## src/rtl/vga_scroll_ctrl.sv

```systemverilog
// Frame-synchronous scroll offset scheduler with pause/step buttons.
// Define VGA_SCROLL_DEBOUNCE_EN to enable the button debounce filter.
module vga_scroll_ctrl #(
  parameter int H_TOTAL         = 800,
  parameter int V_TOTAL         = 525,
  parameter int FRAMES_PER_STEP = 64,
  parameter int STEP_SIZE       = 10,
  parameter int DEBOUNCE_CYCLES = 250000
) (
  input  logic       clk,
  input  logic       rst_n,
  input  logic [9:0] hcount_in,
  input  logic [9:0] vcount_in,
  input  logic       btn_pause_in,
  input  logic       btn_step_in,
  input  logic       dir_in,
  output logic [9:0] scroll_offset_out,
  output logic       frame_tick_out,
  output logic       paused_out
);

  localparam logic ST_RUN    = 1'b0;
  localparam logic ST_PAUSED = 1'b1;

  localparam logic [9:0] H_LAST  = 10'(H_TOTAL - 1);
  localparam logic [9:0] V_LAST  = 10'(V_TOTAL - 1);
  localparam logic [7:0] FC_LAST = 8'(FRAMES_PER_STEP - 1);
  localparam logic [9:0] STEP    = 10'(STEP_SIZE);

  if (FRAMES_PER_STEP < 1 || FRAMES_PER_STEP > 256 ||
      STEP_SIZE < 0 || STEP_SIZE > 1023 ||
      DEBOUNCE_CYCLES < 2) begin : g_bad_param
    $error("vga_scroll_ctrl: illegal parameter value");
  end

  logic       eof;
  logic [1:0] btn_raw;
  logic [1:0] sync_a;
  logic [1:0] sync_b;
  logic [1:0] lvl;
  logic [1:0] lvl_q;
  logic [1:0] press;

  logic       state;
  logic [7:0] frame_cnt;
  logic       pause_pend;
  logic       step_pend;
  logic [9:0] offset;
  logic       tick;
  logic [9:0] step_val;

  assign eof = (hcount_in == H_LAST) && (vcount_in == V_LAST);

  // bit 0 = pause button, bit 1 = step button
  assign btn_raw = {btn_step_in, btn_pause_in};

  always_ff @(posedge clk or negedge rst_n) begin
    if (!rst_n) begin
      sync_a <= '0;
      sync_b <= '0;
    end else begin
      sync_a <= btn_raw;
      sync_b <= sync_a;
    end
  end

`ifdef VGA_SCROLL_DEBOUNCE_EN
  localparam int DB_W = $clog2(DEBOUNCE_CYCLES);
  localparam logic [DB_W-1:0] DB_LAST = DB_W'(DEBOUNCE_CYCLES - 1);

  logic [1:0][DB_W-1:0] db_cnt;

  // level flips only after DEBOUNCE_CYCLES consecutive differing samples
  always_ff @(posedge clk or negedge rst_n) begin
    if (!rst_n) begin
      lvl    <= '0;
      db_cnt <= '0;
    end else begin
      for (int i = 0; i < 2; i++) begin
        if (sync_b[i] == lvl[i]) begin
          db_cnt[i] <= '0;
        end else if (db_cnt[i] == DB_LAST) begin
          lvl[i]    <= sync_b[i];
          db_cnt[i] <= '0;
        end else begin
          db_cnt[i] <= db_cnt[i] + 1'b1;
        end
      end
    end
  end
`else
  assign lvl = sync_b;
`endif

  always_ff @(posedge clk or negedge rst_n) begin
    if (!rst_n) begin
      lvl_q <= '0;
    end else begin
      lvl_q <= lvl;
    end
  end

  assign press = lvl & ~lvl_q;

  // eof consumes every set flag; a press in the eof cycle survives it
  always_ff @(posedge clk or negedge rst_n) begin
    if (!rst_n) begin
      pause_pend <= 1'b0;
      step_pend  <= 1'b0;
    end else begin
      pause_pend <= (pause_pend & ~eof) | press[0];
      step_pend  <= (step_pend & ~eof) |
                    (press[1] & (state == ST_PAUSED));
    end
  end

  assign step_val = dir_in ? (offset - STEP) : (offset + STEP);

  always_ff @(posedge clk or negedge rst_n) begin
    if (!rst_n) begin
      state     <= ST_RUN;
      frame_cnt <= '0;
      offset    <= '0;
      tick      <= 1'b0;
    end else begin
      tick <= eof;
      if (eof) begin
        unique case (state)
          ST_RUN: begin
            if (pause_pend) begin
              state <= ST_PAUSED;
            end else if (frame_cnt == FC_LAST) begin
              frame_cnt <= '0;
              offset    <= step_val;
            end else begin
              frame_cnt <= frame_cnt + 8'd1;
            end
          end
          ST_PAUSED: begin
            if (pause_pend) begin
              state <= ST_RUN;
            end else if (step_pend) begin
              offset <= step_val;
            end
          end
          default: state <= ST_RUN;
        endcase
      end
    end
  end

  assign scroll_offset_out = offset;
  assign frame_tick_out    = tick;
  assign paused_out        = (state == ST_PAUSED);

endmodule

```

## config.mk

```make
export PLATFORM = sky130hd
export DESIGN_NAME = vga_scroll_ctrl
export DESIGN_NICKNAME = d
export VERILOG_FILES = /design/src/rtl/vga_scroll_ctrl.sv
export SDC_FILE = /design/constraint.sdc
export NUM_CORES = 1
export LEC_CHECK = 0
export CORE_MARGIN = 2
export CORE_UTILIZATION = 60
export CTS_CLUSTER_SIZE = 14
export DETAILED_ROUTE_END_ITERATION = 7
export DONT_BUFFER_PORTS = 1
export GPL_TIMING_DRIVEN = 0
export PLACE_DENSITY_LB_ADDON = 0.15
export SLEW_MARGIN = 0
export SYNTH_ARGS = -nofsm -noshare
export SYNTH_HDL_FRONTEND = slang
export SYNTH_SLANG_ARGS = --single-unit
```

## constraint.sdc

```tcl
create_clock -name clk -period 2.35 [get_ports clk]
set_input_delay 0.1175 -clock clk [delete_from_list [all_inputs] [get_ports clk]]
set_output_delay 0.1175 -clock clk [all_outputs]
set_load 0.01 [all_outputs]
```

[Word-level counts from Yosys, hierarchy flattened]
Cells that the tools add are included.
Cells by class
  add/sub/neg operators: 3
  eq/ne operators: 7
  mux-type cells: 10
  bitwise logic cells: 10
  reduce and logical (&&, ||, !) cells: 3
Operators by type and width (number)
  10-bit two-way mux: 5
  10-bit equality test (second input constant): 2
  10-bit case mux with 2 select lines: 1
  10-bit by 4-bit adder with 10-bit output (second input constant): 1
  10-bit by 4-bit subtractor with 10-bit output (second input constant): 1
  8-bit by 1-bit adder with 8-bit output (second input constant): 1
  8-bit by 6-bit equality test with 1-bit output (second input constant): 1
  8-bit two-way mux: 1
  2-bit inequality test (second input constant): 3
  5-bit AND reduction: 1
  1-bit AND: 3
  1-bit NOT: 3
  3-bit AND reduction: 1
  2-bit AND: 1
  1-bit two-way mux: 2
  2-bit by 1-bit inequality test with 1-bit output (second input constant): 1
  2-bit NOT: 1
  1-bit bitwise OR: 2
  1-bit case mux with 2 select lines: 1
  1-bit logical AND: 1
Storage, ports and cells
  flip-flop bits (word level): 28
  bits of input ports: 25
  output and inout port bits: 12
  word-level logic and storage cells: 42

[Longest topological paths before layout]
Gate-level depths: netlist of the first run.
  word-level depth: 5
  gate-level depth with buffers: 7
  mapped depth without buffers: 7

[Worst setup path after synthesis of the first run]
OpenSTA, ideal clock, no wires.
  path kind: reg2reg
  start point: reg offset[1], in the netlist scroll_offset_out[1]
  end point: reg offset[9], in the netlist scroll_offset_out[9]
  library setup time: 80 ps
  arrival: 1862 ps
  data required time: 2270 ps
  setup slack: 408 ps
  stages on the path, launching flop included: 7
  path buffers: 0
  clock period less this slack: 1942 ps
  cells stage by stage: dfrtp_1 -> fa_1 -> a211oi_1 -> o21ai_0 -> a311oi_1 -> a211o_1 -> xnor2_1
On the way
  word-level cells in the longest chain between the ends: 5
  elaborated cells between the ends (all ways): 8
  classes of those cells: 2 x add/sub; 6 x mux
Ends and longest elaborated chain
  from (decl): RTL line 48  | logic [9:0] offset;
  from (signal assigned): RTL line 134  | offset <= step_val;
  from (signal assigned): RTL line 143  | offset <= step_val;
  10-bit by 4-bit adder with 10-bit output / 10-bit by 4-bit subtractor with 10-bit output (equally long branches): RTL line 117  | assign step_val = dir_in ? (offset - STEP) : (offset + STEP);
  10-bit two-way mux (*): RTL line 117
  10-bit two-way mux, on equally long branches: RTL line 142, 132
  10-bit two-way mux, on equally long branches: RTL line 140, 130
  10-bit case mux with 2 select lines (*): RTL line 128  | unique case (state)
Every way passes the cells marked *; elsewhere a longest branch is shown, timed or not. The select of a mux whose other input is x is not followed.
A chain may end at the register's enable or synchronous reset.

[Final worst setup path of the first run]
Ends and elaborated chain as after synthesis.

==> results.md, run 1 <==
* Outcome: completed
* Fraction of layout cells with a size suffix above 1 at between 10% and 20%
* R2R cell count at 6
* Die W at 54.6 um
* H-tree depth at 1
* Post-synthesis sequential area ratio at between 40% and 50%
* Synth Warn # at 0
* Mean post-synth cell area at approximately 11 um^2
* PwrDens at 444 mW/mm^2
* Share of power burned in registers at 64.2%
* Die height at approximately 55 um
* Post-DR wirelength/cell at ~15 um
* Final hold vios at 0
* Async SR Flop Fraction at between 90% and 100%
* Sink Count at 27
* XOR/XNOR Fraction of Synth Area at approximately 5.7%
* Simple-gate area share of the yosys netlist at between 10% and 20%
* Fin. max-slew vios at 0
* Commonest non-fill, non-tap cell in the layout: dfrtp_1
* Synthesized flop and latch total at 27
* Required time of the critical path at between 2000 and 3000 ps
* Internal Power at about 0.56 mW
* Most frequent cells in the layout: dfrtp_1, nand2_1, ha_1
* First-pass GRT wire length at about 4300 um
* Diodes inserted at 0
* Gpl congestion at about 0.84
* Antenna viol nets, final at 0
* Final period utilization at between 90 and 100%
* Crit. End Element: flip-flop
* RSZ-0062 raised after global routing: no
* Filler cell count at 195
* 1st-iter DRT viols at 24
* Vias in the first global route at 994
* Drt first pass iters at 4
* Avg Vias per Cell at about 6.1
* Gate power share at under 10%
* WHS at ~18 ps
* Clock skew at between 10 and 15 ps
* Max cap viols at 0
* Cell area after synthesis at about 0.0015 mm^2
* R2r endpoint: scroll_offset_out[9]
* Area of the multi-input gates at approximately 830 um^2
* Crit path to: scroll_offset_out[9]
* Clock-pin slew on the worst setup and hold paths at 160 ps
* Critical Path Start: scroll_offset_out[1]
* CORE AREA at roughly 0.0025 mm^2
* Sw Ratio at 23.7%
* Antenna violations before repair at 0
* Crit Path Max Fanout at 5
* CTS buffer count at 3
* Setup crit start kind: flip-flop
* PortBufs at 0
* Final-stage net count at 190
* HPWL after DPL at roughly 2100 um
* Arrival time at the worst endpoint at about 2400 ps
* # rows at 18
* Setup violators final at 0
* Peak Freq at 461 MHz
* Clk root buf: clkbuf_4
* Post-CTS setup buffers at 0
* Post-synth EDFFs at 0
* Pre-CTS setup slack at ~180 ps
* DRC viols at 0
* P&R area growth vs syn at 7.82%
* Main combinational cell family by area after synthesis: simple AND/OR/NAND/NOR gates
* I/O pin count at 37
* DRT Wirelength at 2700 um
* Post-synthesis cell count at 144
* Netlist cell types at 45
* Min cycle time layout at roughly 2200 ps
* Mux cell area share after synthesis at 2.93%
* Clock power share at 29.5%
* Leak Pwr at a little under 0.8 nW
* R2R Setup Slk at 180 ps
* Synth Area in Adders at 10.3%
* Final worst slack at approximately 180 ps
* Largest net degree at the start of global routing at 28
* Hold Crit Class: in -> reg
* Initial Util at 62.6%
* CTS tree: yes
* Register area at 677 um^2
* Worst r2r src: scroll_offset_out[1]
* NetSw at 0.174 mW
* GRT Util Overall at 20.5%
* Grt total ovfl at 0
* Synth Area in Compound Gates at between 15 and 20%
* Routed vias at 1,112
* Most used DFF post-synth: dfrtp_1
* Setup_tns at 0 ps
* Die Area at 0.00298 mm^2
* Clk buf depth at 2
* Final core utilization at 67.5%
* Clock Latency Late Sink at 340 ps
* Critical setup path kind: reg -> reg
* Net Count, Synth at about 180
* Max IR drop VDD at between 400 and 500 uV
==> metal layers <==
layer / vias to the layer above / track usage (%) / wire [um]
li1: 545 / - / -
met1: 542 / 26.6 / 1210
met2: 21 / 31.5 / 1340
met3: 4 / 4.64 / 96
met4: 0 / 10.8 / 51
met5: - / 0 / 0
==> power by group through the flow <==
stage | sequential (mW) | combinational [mW] | clock [mW]
2_1_floorplan | 0.480 | 0.0258 | 0
3_3_place_gp | 0.480 | 0.0282 | 0
3_5_place_dp | 0.481 | 0.0296 | 0
4_1_cts | 0.472 | 0.0469 | 0.228
5_1_grt | 0.472 | 0.0528 | 0.242
6_report | 0.472 | 0.0463 | 0.217
==> area by class of cell <==
cell class                 count  area share [%]
multi-input combinational    109            49.8
sequential                    27            40.9
timing repair buffer           4            3.02
tap                           30            2.27
clock buffer                   3            1.36
inverter                       6            1.36
buffer                         2           0.755
clock inverter                 1           0.529
==> state kept, by name (all words and copies together) (netlist names) <==
signal             flops
paused_out             1
step_pend              1
sync_a                 2
frame_tick_out         1
scroll_offset_out      9
lvl                    2
lvl_q                  2
frame_cnt              8
pause_pend             1
==> worst min path at each step <==
stage	cells after the start	to	slack, ps	start
finish	3	frame_tick_out	20	vcount_in[0]
global route	3	frame_tick_out	20	vcount_in[0]
CTS	3	frame_tick_out	8	vcount_in[0]
detailed placement	0	frame_cnt[5]	-180	rst_n
global placement	0	frame_cnt[4]	-180	rst_n
floorplan	0	frame_cnt[0]	-180	rst_n
==> cells in the mapped netlist (2+ instances only) <==
library cell	number	area share, %
nand4bb_1	2	1.5
xnor2_1	5	2.9
xor2_1	5	2.9
a211oi_1	2	0.98
ha_1	11	9.0
o21ai_0	9	2.9
nand2_1	12	2.9
inv_1	6	1.5
nand4_1	2	0.81
a21o_1	4	2.0
nand4b_1	2	1.1
o211ai_1	2	0.98
nor3_1	3	0.98
dfrtp_1	27	44
nand2b_1	2	0.81
nand3_1	5	1.6
o31ai_1	3	1.5
nor2_1	5	1.2
a21oi_1	8	2.6
mux2_2	4	2.9
==> through the flow <==
step                instance area (um^2)  total power, mW  std cells
floorplan                           1540            0.506        144
CTS                                 1660            0.747        182
detailed placement                  1570            0.510        174
global placement                    1570            0.509        174
finish                              1660            0.735        182
global route                        1660            0.767        182
==> worst max-delay path, stage by stage, from the launching register on <==
cell and delay [ps]:
dfrtp_2 500, fa_1 470, a211oi_1 310, o21ai_0 200
a311oi_1 340, a211o_1 170, xnor2_1 110
==> cell families (layout without fill, tap and decap cells) <==
| group | after synthesis | in the layout |
|---|---|---|
| AOI/OAI and AO/OA | 38 | 38 |
| xor gates and xnor gates | 10 | 10 |
| adders and majority gates | 12 | 12 |
| buffers and inverters | 8 | 16 |
| DFF | 27 | 27 |
| muxes | 4 | 4 |
| other | 1 | 1 |
| and+or+nand+nor | 44 | 44 |
==> timing repair <==
item | 4_1_cts | 5_1_grt
hold buffers | 4 | 0
endpoints found under the setup margin | 0 | 1
gates resized for setup | 0 | 1
hold endpoints to repair | 29 | 0
No activity file was read; power rests on OpenSTA's default activity.
==> run 2, diff against run 1 <==
--- a/config.mk
+++ b/config.mk
@@ -5,8 +5,11 @@
 export SDC_FILE = /design/constraint.sdc
 export NUM_CORES = 1
 export LEC_CHECK = 0
+export CELL_PAD_IN_SITES_DETAIL_PLACEMENT = 1
+export CELL_PAD_IN_SITES_GLOBAL_PLACEMENT = 1
+export CORE_ASPECT_RATIO = 1.5
 export CORE_MARGIN = 2
-export CORE_UTILIZATION = 60
+export CORE_UTILIZATION = 48
 export CTS_CLUSTER_SIZE = 14
 export DETAILED_ROUTE_END_ITERATION = 7
 export DONT_BUFFER_PORTS = 1
==> results.md, run 2 (synthesis gave the netlist of run 1 again) <==
* Outcome: completed
* GRT Util Overall at 20.3% (-0.12 points)
* Clock power share at 33.4% (+3.9 points)
* CP Cell Sequence: fa_1 -> a211oi_2 -> o21ai_0 -> a311oi_1 -> a211o_1 -> xnor2_1
* PwrDens at 462 mW/mm^2 (+4.1%)
* Worst Path Buf+Inv at 0 (unchanged)
* P&R area growth vs syn at 9.85%
* I/O pin count at 37 (unchanged)
* Setup_tns at 0 ps (unchanged)
* 1st-iter DRT viols at 7 (-71%)
* H-tree depth at 1 (unchanged)
* Placed cells at 184 (+5.7%)
* Gpl congestion at 0.753 (-10%)
* Final-stage net count at 190 (unchanged)
* PortBufs at 0 (unchanged)
* Commonest non-fill, non-tap cell in the layout: dfrtp_1
* Max IR drop VDD at 264 uV (-47%)
* Required time of the critical path at 2550 ps (-70 ps)
* Die Area at 0.00368 mm^2 (+23%)
* Crit Path Max Fanout at 5 (unchanged)
* DRT Wirelength at 3170 um (+18%)
* Share of power burned in registers at 60.4% (-3.8 points)
* CTS tree: yes
* Die W at 50.2 um (-8.1%)
* # rows at 25 (+7)
* Final worst slack at 246 ps (+67.2 ps)
* Post-DR wirelength/cell at 16.5 um (+12%)
* Die height at 73.3 um (+34%)
* First-pass GRT wire length at 5720 um (+32%)
* Hold Crit Class: in -> reg
* Family with the most delay on the worst path: compound AO/OA/AOI/OAI gates
* Clock skew at 2.64 ps (-9.67 ps)
* Drt first pass iters at 3 (-1)
* Vias in the first global route at 1,266 (+27%)
* Grt total ovfl at 0 (unchanged)
* Initial Util at 49.6% (-13 points)
* Slowest cell on crit path: fa_1
* CORE AREA at 0.00310 mm^2 (+26%)
* Total power at 0.780 mW (+6.1%)
* Max reg flops at 9 (unchanged)
* NetSw at 0.170 mW (-2.3%)
* Internal Power at 0.609 mW (+8.7%)
* Sink Count at 27 (unchanged)
* Final hold vios at 0 (unchanged)
* Pre-CTS setup slack at 178 ps (-3.77 ps)
* Antenna viol nets, final at 0 (unchanged)
* RSZ-0062 raised after global routing: no
* Critical setup path kind: reg -> reg
* Sw Ratio at 21.8% (-1.9 points)
* Most frequent cells in the layout: dfrtp_1, nand2_1, ha_1
* Final period utilization at 89.5% (-2.9 points)
* Min cycle time layout at 2100 ps (-67.2 ps)
* Peak Freq at 475 MHz (+3.2%)
* Clk root buf: clkbuf_8
* Antenna violations before repair at 0 (unchanged)
* Clock-pin slew on the worst setup and hold paths at 90 ps (-70 ps)
* Avg Vias per Cell at 5.93 (-3.0%)
* Crit. End Element: flip-flop
* HPWL after DPL at 2470 um (+18%)
* Largest net degree at the start of global routing at 28 (unchanged)
* Diodes inserted at 0 (unchanged)
* Slowest stage delay, CP at 490 ps (about the same)
* Fraction of layout cells with a size suffix above 1 at 11.8% (unchanged)
* Arrival time at the worst endpoint at 2310 ps (-130 ps)
* Non-Filler Instances at 192 (+5.5%)
* Setup crit start kind: flip-flop
* CTS buffer count at 3 (unchanged)
* Post-CTS setup buffers at 0 (unchanged)
* Routed vias at 1,138 (+2.3%)
* DRC viols at 0 (unchanged)
* Gate power share at 6.1% (-0.2 points)
* Leak Pwr at 0.787 nW (+1.3%)
* Clock Latency Late Sink at 270 ps (-70 ps)
* Max cap viols at 0 (unchanged)
* Setup violators final at 0 (unchanged)
* Clk buf depth at 2 (unchanged)
* Fin. max-slew vios at 0 (unchanged)
[run 2: cell types whose count changed in the layout (fill, tap and decap cells not counted)]
cell / before / now
a211oi_1: 2 / 1
a211oi_2: 0 / 1
clkbuf_4: 3 / 0
clkbuf_8: 0 / 3
clkinv_2: 0 / 1
dfrtp_1: 26 / 27
dfrtp_2: 1 / 0
inv_6: 1 / 0
[run 2: final timing paths]
check	from	to	slack [ps]	depth (start not counted)
min reg2reg	sync_a[1]	lvl[1]	360	0
min in group asynchronous	rst_n	frame_cnt[4]	300	2
max reg2reg	scroll_offset_out[1]	scroll_offset_out[9]	250	6
max in group asynchronous	rst_n	scroll_offset_out[3]	1910	2
max	scroll_offset_out[1]	scroll_offset_out[9]	250	6
min	vcount_in[0]	frame_tick_out	130	3
[run 2: area by class of cell]
type	count	area, um^2
plain buffers	2	12.5
clock buffers	3	41.3
clock inverters	1	5.00
fillers	340	1410
inverters	6	22.5
multi-input cells	109	831
flip-flops and latches	27	676
well taps	40	50.0
repair buffers	4	50.0
[run 2: worst reg2reg max path, delay by kind of cell, from the launching register on]
family | cells | cell delay (ps)
xor gates and xnor gates | 1 | 110
DFF | 1 | 480
adders and majority gates | 1 | 490
AOI/OAI and AO/OA | 4 | 940
[run 2: repair_timing]
action | in CTS | in global routing
resized for setup | 0 | 1
endpoints found under the hold margin | 29 | 0
setup endpoints to repair | 0 | 1
hold buffers | 4 | 0
[run 2: metal layers]
layer / up-vias / track usage [%] / routed length, um
li1: 544 / - / -
met1: 565 / 22.7 / 1210
met2: 25 / 38.5 / 1800
met3: 4 / 3.46 / 133
met4: 0 / 6.48 / 34
met5: - / 0 / 0
[run 2: per-stage QoR]
stage          area, um^2  util [%]  hold WS [ps]
2_1_floorplan        1540         -          -178
3_5_place_dp         1590      51.2          -177
6_report             1690      54.5           131
4_1_cts              1680      54.3           124
5_1_grt              1690      54.5           158
3_3_place_gp         1590      51.2          -178
[run 2: power groups by stage]
stage,sequential (mW),combinational [mW],clock [mW]
3_5_place_dp,0.481,0.0308,0
4_1_cts,0.471,0.0483,0.268
6_report,0.471,0.0476,0.261
3_3_place_gp,0.480,0.0291,0
2_1_floorplan,0.480,0.0258,0
5_1_grt,0.472,0.0546,0.288
